File: config.mk
export PLATFORM = sky130hd
export DESIGN_NAME = mips_mult_div_unit
export DESIGN_NICKNAME = d
export VERILOG_FILES = /design/src/rtl/mips_pkg.sv /design/src/rtl/mdu_cond_negate.sv /design/src/rtl/mips_mult_div_unit.sv
export SDC_FILE = /design/constraint.sdc
export NUM_CORES = 1
export LEC_CHECK = 0
export CORE_MARGIN = 5
export CORE_UTILIZATION = 35
export CTS_CLUSTER_DIAMETER = 60
export DETAILED_ROUTE_END_ITERATION = 7
export SYNTH_ARGS = -nofsm -noshare
export SYNTH_HDL_FRONTEND = slang
export SYNTH_SLANG_ARGS = --single-unit
File: constraint.sdc
create_clock -name clk -period 2.95 [get_ports clk]
set_input_delay 0.59 -clock clk [delete_from_list [all_inputs] [get_ports clk]]
set_output_delay 0.59 -clock clk [all_outputs]
set_load 0.02 [all_outputs]
File: src/rtl/mips_pkg.sv
// mips_pkg: op codes, FSM states and default width shared by the MIPS multiply/divide unit.
// The DIV state exists only when MIPS_MDU_DIV_EN is defined.
package mips_pkg;
  localparam int MDU_WIDTH = 32;
  typedef enum logic [2:0] {
    OP_MULT  = 3'd0,
    OP_MULTU = 3'd1,
    OP_DIV   = 3'd2,
    OP_DIVU  = 3'd3,
    OP_MTHI  = 3'd4,
    OP_MTLO  = 3'd5
  } mdu_op_e;
  typedef enum logic [2:0] {
    S_IDLE,
    S_MUL,
`ifdef MIPS_MDU_DIV_EN
    S_DIV,
`endif
    S_FIX,
    S_DONE
  } mdu_state_e;
endpackage

File: src/rtl/mdu_cond_negate.sv
// mdu_cond_negate: two's-complement negate of in_i when neg_i is set, pass-through otherwise.
module mdu_cond_negate #(
  parameter int W = 32
) (
  input  logic         neg_i,
  input  logic [W-1:0] in_i,
  output logic [W-1:0] out_o
);
  assign out_o = neg_i ? -in_i : in_i;
endmodule

File: src/rtl/mips_mult_div_unit.sv
// mips_mult_div_unit: iterative MIPS HI/LO unit (MULT/MULTU/DIV/DIVU/MTHI/MTLO), WIDTH cycles per op.
// Define MIPS_MDU_DIV_EN to build the restoring divider; without it DIV/DIVU only flag div0.
module mips_mult_div_unit
  import mips_pkg::*;
#(
  parameter int WIDTH = MDU_WIDTH,
  parameter int CNT_W = $clog2(WIDTH) + 1
) (
  input  logic             clk,
  input  logic             reset,
  input  logic             start,
  input  logic [2:0]       op,
  input  logic [WIDTH-1:0] a,
  input  logic [WIDTH-1:0] b,
  input  logic             flush,
  output logic             busy,
  output logic             done,
  output logic             div0,
  output logic [WIDTH-1:0] hi,
  output logic [WIDTH-1:0] lo
);
  mdu_state_e state_q, state_d;
  logic [CNT_W-1:0] cnt_q, cnt_d;
  logic [2*WIDTH-1:0] acc_q, acc_d, prod_fix;
  logic [WIDTH-1:0] opd_q, opd_d, hi_q, hi_d, lo_q, lo_d, abs_a, abs_b;
  logic neg_q, neg_d, div0_q, div0_d;
  logic is_signed, sa, sb, accept, last;
  logic [WIDTH:0] mul_sum;

  assign is_signed = (op == OP_MULT) || (op == OP_DIV);
  assign sa = is_signed & a[WIDTH-1];
  assign sb = is_signed & b[WIDTH-1];
  assign accept = start && !flush && (op <= OP_MTLO) && (state_q == S_IDLE || state_q == S_DONE);
  assign last = cnt_q == CNT_W'(WIDTH - 1);
  assign mul_sum = {1'b0, acc_q[2*WIDTH-1:WIDTH]} + (acc_q[0] ? {1'b0, opd_q} : '0);

  mdu_cond_negate #(.W(WIDTH)) u_abs_a (.neg_i(sa), .in_i(a), .out_o(abs_a));
  mdu_cond_negate #(.W(WIDTH)) u_abs_b (.neg_i(sb), .in_i(b), .out_o(abs_b));
  mdu_cond_negate #(.W(2*WIDTH)) u_fix_prod (.neg_i(neg_q), .in_i(acc_q), .out_o(prod_fix));

`ifdef MIPS_MDU_DIV_EN
  logic rneg_q, rneg_d, isdiv_q, isdiv_d, bz_q, bz_d, div_ge;
  logic [WIDTH:0] div_trial;
  logic [WIDTH-1:0] quo_fix, rem_fix;
  // acc holds {partial remainder, remaining dividend bits / quotient bits}
  assign div_trial = acc_q[2*WIDTH-1:WIDTH-1] - {1'b0, opd_q};
  assign div_ge = !div_trial[WIDTH];
  mdu_cond_negate #(.W(WIDTH)) u_fix_quo (.neg_i(neg_q), .in_i(acc_q[WIDTH-1:0]), .out_o(quo_fix));
  mdu_cond_negate #(.W(WIDTH)) u_fix_rem (.neg_i(rneg_q), .in_i(acc_q[2*WIDTH-1:WIDTH]), .out_o(rem_fix));
`endif

  always_ff @(posedge clk or negedge reset) begin
    if (!reset) begin
      state_q <= S_IDLE;
      cnt_q <= '0;
      acc_q <= '0;
      opd_q <= '0;
      hi_q <= '0;
      lo_q <= '0;
      neg_q <= 1'b0;
      div0_q <= 1'b0;
`ifdef MIPS_MDU_DIV_EN
      rneg_q <= 1'b0;
      isdiv_q <= 1'b0;
      bz_q <= 1'b0;
`endif
    end else begin
      state_q <= state_d;
      cnt_q <= cnt_d;
      acc_q <= acc_d;
      opd_q <= opd_d;
      hi_q <= hi_d;
      lo_q <= lo_d;
      neg_q <= neg_d;
      div0_q <= div0_d;
`ifdef MIPS_MDU_DIV_EN
      rneg_q <= rneg_d;
      isdiv_q <= isdiv_d;
      bz_q <= bz_d;
`endif
    end
  end

  always_comb begin
    state_d = state_q;
    cnt_d = cnt_q;
    acc_d = acc_q;
    opd_d = opd_q;
    hi_d = hi_q;
    lo_d = lo_q;
    neg_d = neg_q;
    div0_d = div0_q;
`ifdef MIPS_MDU_DIV_EN
    rneg_d = rneg_q;
    isdiv_d = isdiv_q;
    bz_d = bz_q;
`endif
    if (flush) begin
      state_d = S_IDLE;
    end else if (accept) begin
      cnt_d = '0;
      neg_d = sa ^ sb;
      opd_d = abs_b;
      acc_d = {{WIDTH{1'b0}}, abs_a};
`ifdef MIPS_MDU_DIV_EN
      rneg_d = sa;
      isdiv_d = (op == OP_DIV) || (op == OP_DIVU);
      bz_d = b == '0;
`endif
      if (op == OP_MTHI) begin
        hi_d = a;
        div0_d = 1'b0;
        state_d = S_DONE;
      end else if (op == OP_MTLO) begin
        lo_d = a;
        div0_d = 1'b0;
        state_d = S_DONE;
      end else if (op == OP_MULT || op == OP_MULTU) begin
        state_d = S_MUL;
      end else begin
`ifdef MIPS_MDU_DIV_EN
        state_d = S_DIV;
`else
        div0_d = 1'b1;
        state_d = S_DONE;
`endif
      end
    end else if (state_q == S_MUL) begin
      acc_d = {mul_sum, acc_q[WIDTH-1:1]};
      cnt_d = cnt_q + CNT_W'(1);
      state_d = last ? S_FIX : S_MUL;
`ifdef MIPS_MDU_DIV_EN
    end else if (state_q == S_DIV) begin
      acc_d = {div_ge ? div_trial[WIDTH-1:0] : acc_q[2*WIDTH-2:WIDTH-1], acc_q[WIDTH-2:0], div_ge};
      cnt_d = cnt_q + CNT_W'(1);
      state_d = last ? S_FIX : S_DIV;
`endif
    end else if (state_q == S_FIX) begin
      {hi_d, lo_d} = prod_fix;
      div0_d = 1'b0;
`ifdef MIPS_MDU_DIV_EN
      if (isdiv_q) begin
        hi_d = rem_fix;
        lo_d = bz_q ? '1 : quo_fix;
        div0_d = bz_q;
      end
`endif
      state_d = S_DONE;
    end else if (state_q == S_DONE) begin
      state_d = S_IDLE;
    end
  end

  assign busy = !(state_q == S_IDLE || state_q == S_DONE);
  assign done = state_q == S_DONE;
  assign div0 = div0_q;
  assign hi = hi_q;
  assign lo = lo_q;
endmodule

==> flow_summary.json, run 1 <==
{
  "drv_cap": 0,
  "cts_tree": "built",
  "synthTopCellsByCount": "227 x nand2_1, 170 x dfrtp_1, 153 x o21ai_0",
  "leakage_nw": 6.27,
  "hp-class": "in2async",
  "layout_min_cycle_time_ns": 2.93,
  "end_kind": "register",
  "crit_fanout": 8,
  "ir_drop_v": 0.000549,
  "cellPowerDensity_mw_per_mm2": 898,
  "cp.required_ns": 3.31,
  "syn_area_mm2": 0.0116,
  "cp.arrival_ns": 3.30,
  "synthesis.nets": 1509,
  "ys_top_cells_by_area": "dfrtp_1 37%, nand2_1 7.4%, xor2_1 7.0%",
  "first_pass_iters": 7,
  "routed_via_density": 5.40,
  "yosys.area.top_type": "dfrtp_1",
  "insertedDiodeCount": 0,
  "yosysMostFrequentCell": "nand2_1",
  "grt_pass1_vias": 10900,
  "drive_gt1_share_pct": 15.1,
  "die_h_um": 192,
  "synth.top_cell.area_share_pct": 36.8,
  "cpMostUsedCell": "buf_4",
  "place_hpwl_mm": 28.0,
  "vias": 11200,
  "area_growth_pct": 31.8,
  "fin_area_mm2": 0.0152,
  "final_nets": 1723,
  "drtIter0Drc": 797,
  "cp-startpoint": "acc_q[0]$_DFFE_PN0P_",
  "grt_max_degree": 74,
  "path_clk_slew_ns": 0.07,
  "grt_setup_unrepaired": "true",
  "htreeDepth": 4,
  "path_cells": "buf_12 -> buf_4 -> and2_1 -> ha_4 -> nand4_1 -> o311a_4 -> o41a_1 -> buf_4 -> or4_1 -> nand3_1",
  "cts_buffers": 17,
  "hold_viol": 0,
  "worstSetupPathType": "reg2reg",
  "fill_cells": 3162,
  "synthDistinctLibCells": 66,
  "async_flop_share_pct": 100,
  "cts-root-buf": "clkbuf_16",
  "status": "complete, no violations",
  "clk_latency_ns": 0.44,
  "cp_slowest_cell": "o41a_1",
  "routed_wl_mm": 37.0,
  "clk_path_buf_depth": 2,
  "antenna_found_initial": 0,
  "finalClockSkew_ns": 0.0137,
  "period_share_pct": 99.4,
  "grt_use_total_pct": 19.8,
  "start_kind": "register",
  "total_power_mw": 13.7,
  "grt_overflow": 0,
  "drcViolationCount": 0,
  "synth_ff_type": "dfrtp_1",
  "antenna_left": 0,
  "ys_seq_elements": 170,
  "fmax_mhz": 341,
  "start_util_pct": 35.5,
  "netlist_instances": 1398,
  "num_rows": 66,
  "ios": 138,
  "worst-slew-pin-transition_ns": 0.821,
  "r2r_start": "acc_q[0]$_DFFE_PN0P_",
  "final-max-slew-violation-count": 0,
  "dpl_cell_area_mm2": 0.0143,
  "fp.dieArea_mm2": 0.0368,
  "numPortBuffers": 137,
  "yosysWarnings": 0,
  "grt_pass1_wl_mm": 58.7,
  "maxSlewHeadroom_pct": 44.9,
  "wl_per_cell_um": 17.9,
  "finalSetupViolCount": 0,
  "clock_sinks": 170,
  "syn_avg_cell_area_um2": 8.27,
  "cts_hold_buf": 0,
  "ys_seq_area_share_pct": 36.8,
  "synth_edf_count": 0,
  "core_mm2": 0.0325,
  "die_w_um": 192,
  "cp_slowest_stage_delay_ns": 0.44,
  "globalplace.congestion": 0.909
}
## kinds of logic (layout without fill, tap and decap cells)
family | after synthesis | after routing | synth area share, %
AO/OA/AOI/OAI | 428 | 428 | 22.8
flip-flops | 170 | 170 | 36.8
AND/OR/NAND/NOR | 496 | 496 | 20.1
XOR/XNOR | 148 | 148 | 11.2
buffers and inverters | 101 | 328 | 3.28
multiplexers | 15 | 15 | 1.44
adder cells (fa/ha/maj) | 40 | 40 | 4.40
## registers in the layout, indices dropped and copies added (netlist names)
signal / flops
hi: 32
opd_q: 32
lo: 32
neg_q: 1
div0: 1
acc_q: 64
state_q: 2
cnt_q: 6
## report_power, final
| group | switching (mW) | leakage [nW] | total, mW | internal (mW) |
|---|---|---|---|---|
| logic | 3.90 | 3.80 | 7.08 | 3.18 |
| registers | 0.956 | 2.18 | 4.28 | 3.33 |
| clock network | 1.04 | 0.292 | 2.31 | 1.27 |
| total | 5.90 | 6.27 | 13.7 | 7.77 |
## area by class of cell
cell class,count,area [um^2],area share [%]
Clock inverter,14,160,1.05
Tap cell,442,553,3.63
Sequential cell,170,4260,27.9
Clock buffer,18,429,2.82
Multi-Input combinational cell,1127,7210,47.3
Inverter,18,67.6,0.444
Timing Repair Buffer,278,2550,16.8
## metal layers
layer / up-vias / GRT usage, % / wire (um)
li1: 5421 / - / -
met1: 5323 / 27.7 / 17300
met2: 363 / 32.0 / 17000
met3: 60 / 2.98 / 1920
met4: 0 / 5.61 / 851
met5: - / 0 / 0
## cells in the final DEF, fill, tap and decap left out, types with 6 or more instances in the layout
master and count:
a21boi_0 6, a21o_1 11, a21oi_1 94, a31oi_1 19, and2_1 35, buf_12 9, buf_4 129, clkbuf_16 17
clkdlybuf4s50_1 136, dfrtp_1 169, ha_1 30, ha_4 6, inv_1 18, mux2_2 13, nand2_1 225, nand2b_1 6
nand3_1 15, nand4_1 14, nor2_1 103, nor3_1 20, nor4_1 12, o211ai_1 6, o21ai_0 149, o21ai_1 17
o21bai_1 6, o221ai_1 26, o31ai_1 25, o41ai_1 11, or3_1 19, or4_1 6, xnor2_1 55, xor2_1 93
## worst paths after layout
kind	cells past startpoint	slack [ns]	end
worst min-delay path	1	0.19	lo[3]$_DFFE_PN0P_
worst min register to register	2	0.46	opd_q[31]$_DFFE_PN0P_
max in group asynchronous	2	1.97	acc_q[63]$_DFFE_PN0P_
worst max-delay path	10	0.02	acc_q[60]$_DFFE_PN0P_
worst max register to register	10	0.02	acc_q[60]$_DFFE_PN0P_
min in group clk	2	0.46	opd_q[31]$_DFFE_PN0P_
## per-stage QoR
stage                     util (%)  cells  worst slack, ns  hold slack (ns)  setup TNS (ns)
after floorplan                  -   1398          0.00496            0.294               0
after global placement        44.0   2029           -0.319            0.449          -0.873
after detailed placement      44.0   2029           -0.309            0.453           -1.20
after CTS                     45.8   2061          0.00175            0.202               0
after global routing          46.8   2067          -0.0333            0.242          -0.180
final                         46.8   2067           0.0187            0.190               0
## critical path: cells and delay by family (launching register included)
kind / cells / cell delay, ns
AO/OA/AOI/OAI: 2 / 0.83
AND/OR/NAND/NOR: 4 / 0.81
buffers and inverters: 3 / 0.45
flip-flops: 1 / 0.43
adder cells (fa/ha/maj): 1 / 0.33
## timing repair
item                                    in CTS  in global routing
hold endpoints to repair                     0                  0
setup buffers                                0                  6
resized for setup                            0                 54
endpoints found under the setup margin       0                 25
Note: power is estimated with default switching activity, not from simulation.
==> inputs of run 2 (changes only) <==
CAP_MARGIN = 20   (was not set)
clock period = 2.5 ns   (was 2.95 ns; I/O delays follow)
==> run 2 against run 1 <==
  * The flow now finishes with violations (setup timing)
  * Flip-flop and latch count is the same
  * Clock skew up 0.00088 ns
  * Wire length rose by 9.0%
  * Worst setup slack got worse by 0.31 ns
  * Die area is the same
  * Largest power group unchanged
==> flow_summary.json, run 2 (synthesis gave the netlist of run 1 again) <==
{
  "die_w_um": 192,
  "maxSlewHeadroom_pct": 45.2,
  "fp.dieArea_mm2": 0.0368,
  "drtIter0Drc": 847,
  "routed_wl_mm": 40.4,
  "cp_slowest_cell": "or4_4",
  "antenna_left": 0,
  "ir_drop_v": 0.000496,
  "cts_tree": "built",
  "final-max-slew-violation-count": 0,
  "grt_overflow": 0,
  "grt_pass1_vias": 11800,
  "routed_via_density": 5.29,
  "path_cells": "or4_4 -> or4_4 -> buf_4 -> nor4_4 -> buf_4 -> nand2_4 -> o41ai_4 -> xor2_1 -> o221ai_1",
  "cp.required_ns": 2.80,
  "drv_cap": 0,
  "insertedDiodeCount": 0,
  "final_nets": 1898,
  "tns_ns": -5.40,
  "die_h_um": 192,
  "num_rows": 66,
  "grt_setup_unrepaired": "true",
  "fin_hold_ws_ns": 0.464,
  "core_mm2": 0.0325,
  "ios": 138,
  "fmax_mhz": 358,
  "worst-slew-pin-transition_ns": 0.811,
  "drcViolationCount": 0,
  "pre_cts_slack_ns": -0.614,
  "finalSetupViolCount": 42,
  "wl_per_cell_um": 18.0,
  "path_clk_slew_ns": 0.07,
  "first_pass_iters": 5,
  "start_util_pct": 35.5,
  "start_kind": "register",
  "cp.arrival_ns": 3.09,
  "cp_slowest_stage_delay_ns": 0.54,
  "fin_area_mm2": 0.0176,
  "grt_max_degree": 60,
  "antenna_found_initial": 0,
  "globalplace.congestion": 0.890,
  "largest_reg_flops": 64,
  "status": "finished, violations left",
  "violations": "setup timing",
  "htreeDepth": 4,
  "cts_buffers": 17,
  "layout_commonest_cell": "buf_4",
  "clk_path_buf_depth": 2,
  "drive_gt1_share_pct": 29.3,
  "fill_cells": 2998,
  "clk_latency_ns": 0.44,
  "cellPowerDensity_mw_per_mm2": 1060,
  "final_cell_mix": "279 x buf_4, 213 x nand2_1, 168 x dfrtp_1",
  "hp-class": "reg2reg",
  "layout_min_cycle_time_ns": 2.79,
  "leakage_nw": 7.41,
  "area_growth_pct": 52.1,
  "numPortBuffers": 137,
  "place_hpwl_mm": 30.7,
  "regMostFlops": "acc_q",
  "hold_viol": 0,
  "end_kind": "register",
  "worstSetupPathType": "reg2reg",
  "crit_fanout": 3,
  "setup_slack_ns": -0.291,
  "grt_pass1_wl_mm": 63.3,
  "cts-root-buf": "clkbuf_16",
  "grt_use_total_pct": 21.6,
  "finalClockSkew_ns": 0.0146,
  "vias": 11900,
  "clock_sinks": 170,
  "period_share_pct": 112,
  "dpl_cell_area_mm2": 0.0157
}
## run 2: worst paths after layout
kind / start / endpoint / slack, ns / cells after the start
max reg2reg: acc_q[25]$_DFFE_PN0P_ / hi[26]$_DFFE_PN0P_ / -0.29 / 9
min reg2reg: opd_q[31]$_DFFE_PN0P_ / opd_q[31]$_DFFE_PN0P_ / 0.46 / 2
min: opd_q[31]$_DFFE_PN0P_ / opd_q[31]$_DFFE_PN0P_ / 0.46 / 2
max in group asynchronous: reset / acc_q[50]$_DFFE_PN0P_ / 1.34 / 3
max: acc_q[25]$_DFFE_PN0P_ / hi[26]$_DFFE_PN0P_ / -0.29 / 9
min in group asynchronous: reset / lo[10]$_DFFE_PN0P_ / 0.55 / 2
## run 2: worst max-delay path: cells and delay by family (launching register included)
kind,cells,cell delay (ns)
XOR/XNOR,1,0.23
buffers and inverters,2,0.35
flip-flops,1,0.39
AO/OA/AOI/OAI,2,0.37
AND/OR/NAND/NOR,4,1.29
## run 2: what timing repair did
action,CTS,global route
setup buffers,23,11
hold endpoints to repair,34,0
hold buffers,1,0
endpoints found under the setup margin,61,73
pin swaps,70,84
resized for setup,144,103
## run 2: final cells by class
type	instances	area (um^2)	share of cell area [%]
well taps	442	553	3.15
clock inverters	9	135	0.769
clock buffers	23	478	2.72
repair buffers	453	4010	22.8
inverters	18	70.1	0.399
multi-input cells	1127	8070	45.9
flip-flops and latches	170	4260	24.2
## run 2: where the power goes
group	internal, mW	switching, mW	total (mW)
combinational	5.20	5.62	10.8
sequential	3.93	1.05	4.98
clock	1.66	1.15	2.81
total	10.8	7.81	18.6
## run 2: per-layer routing
metal	vias to the layer above	track usage, %	routed length [um]
met5	-	0	0
met4	0	5.72	861
met3	60	2.69	1600
met2	309	36.8	19700
met1	5712	29.0	18200
li1	5780	-	-
## run 2: metrics by stage
step | utilization (%) | cells | power, mW
final | 54.0 | 2242 | 18.6
after global routing | 54.0 | 2242 | 19.8
after CTS | 52.3 | 2235 | 18.0
after detailed placement | 48.4 | 2181 | 14.5
after global placement | 48.4 | 2181 | 14.3
after floorplan | - | 1398 | 9.97
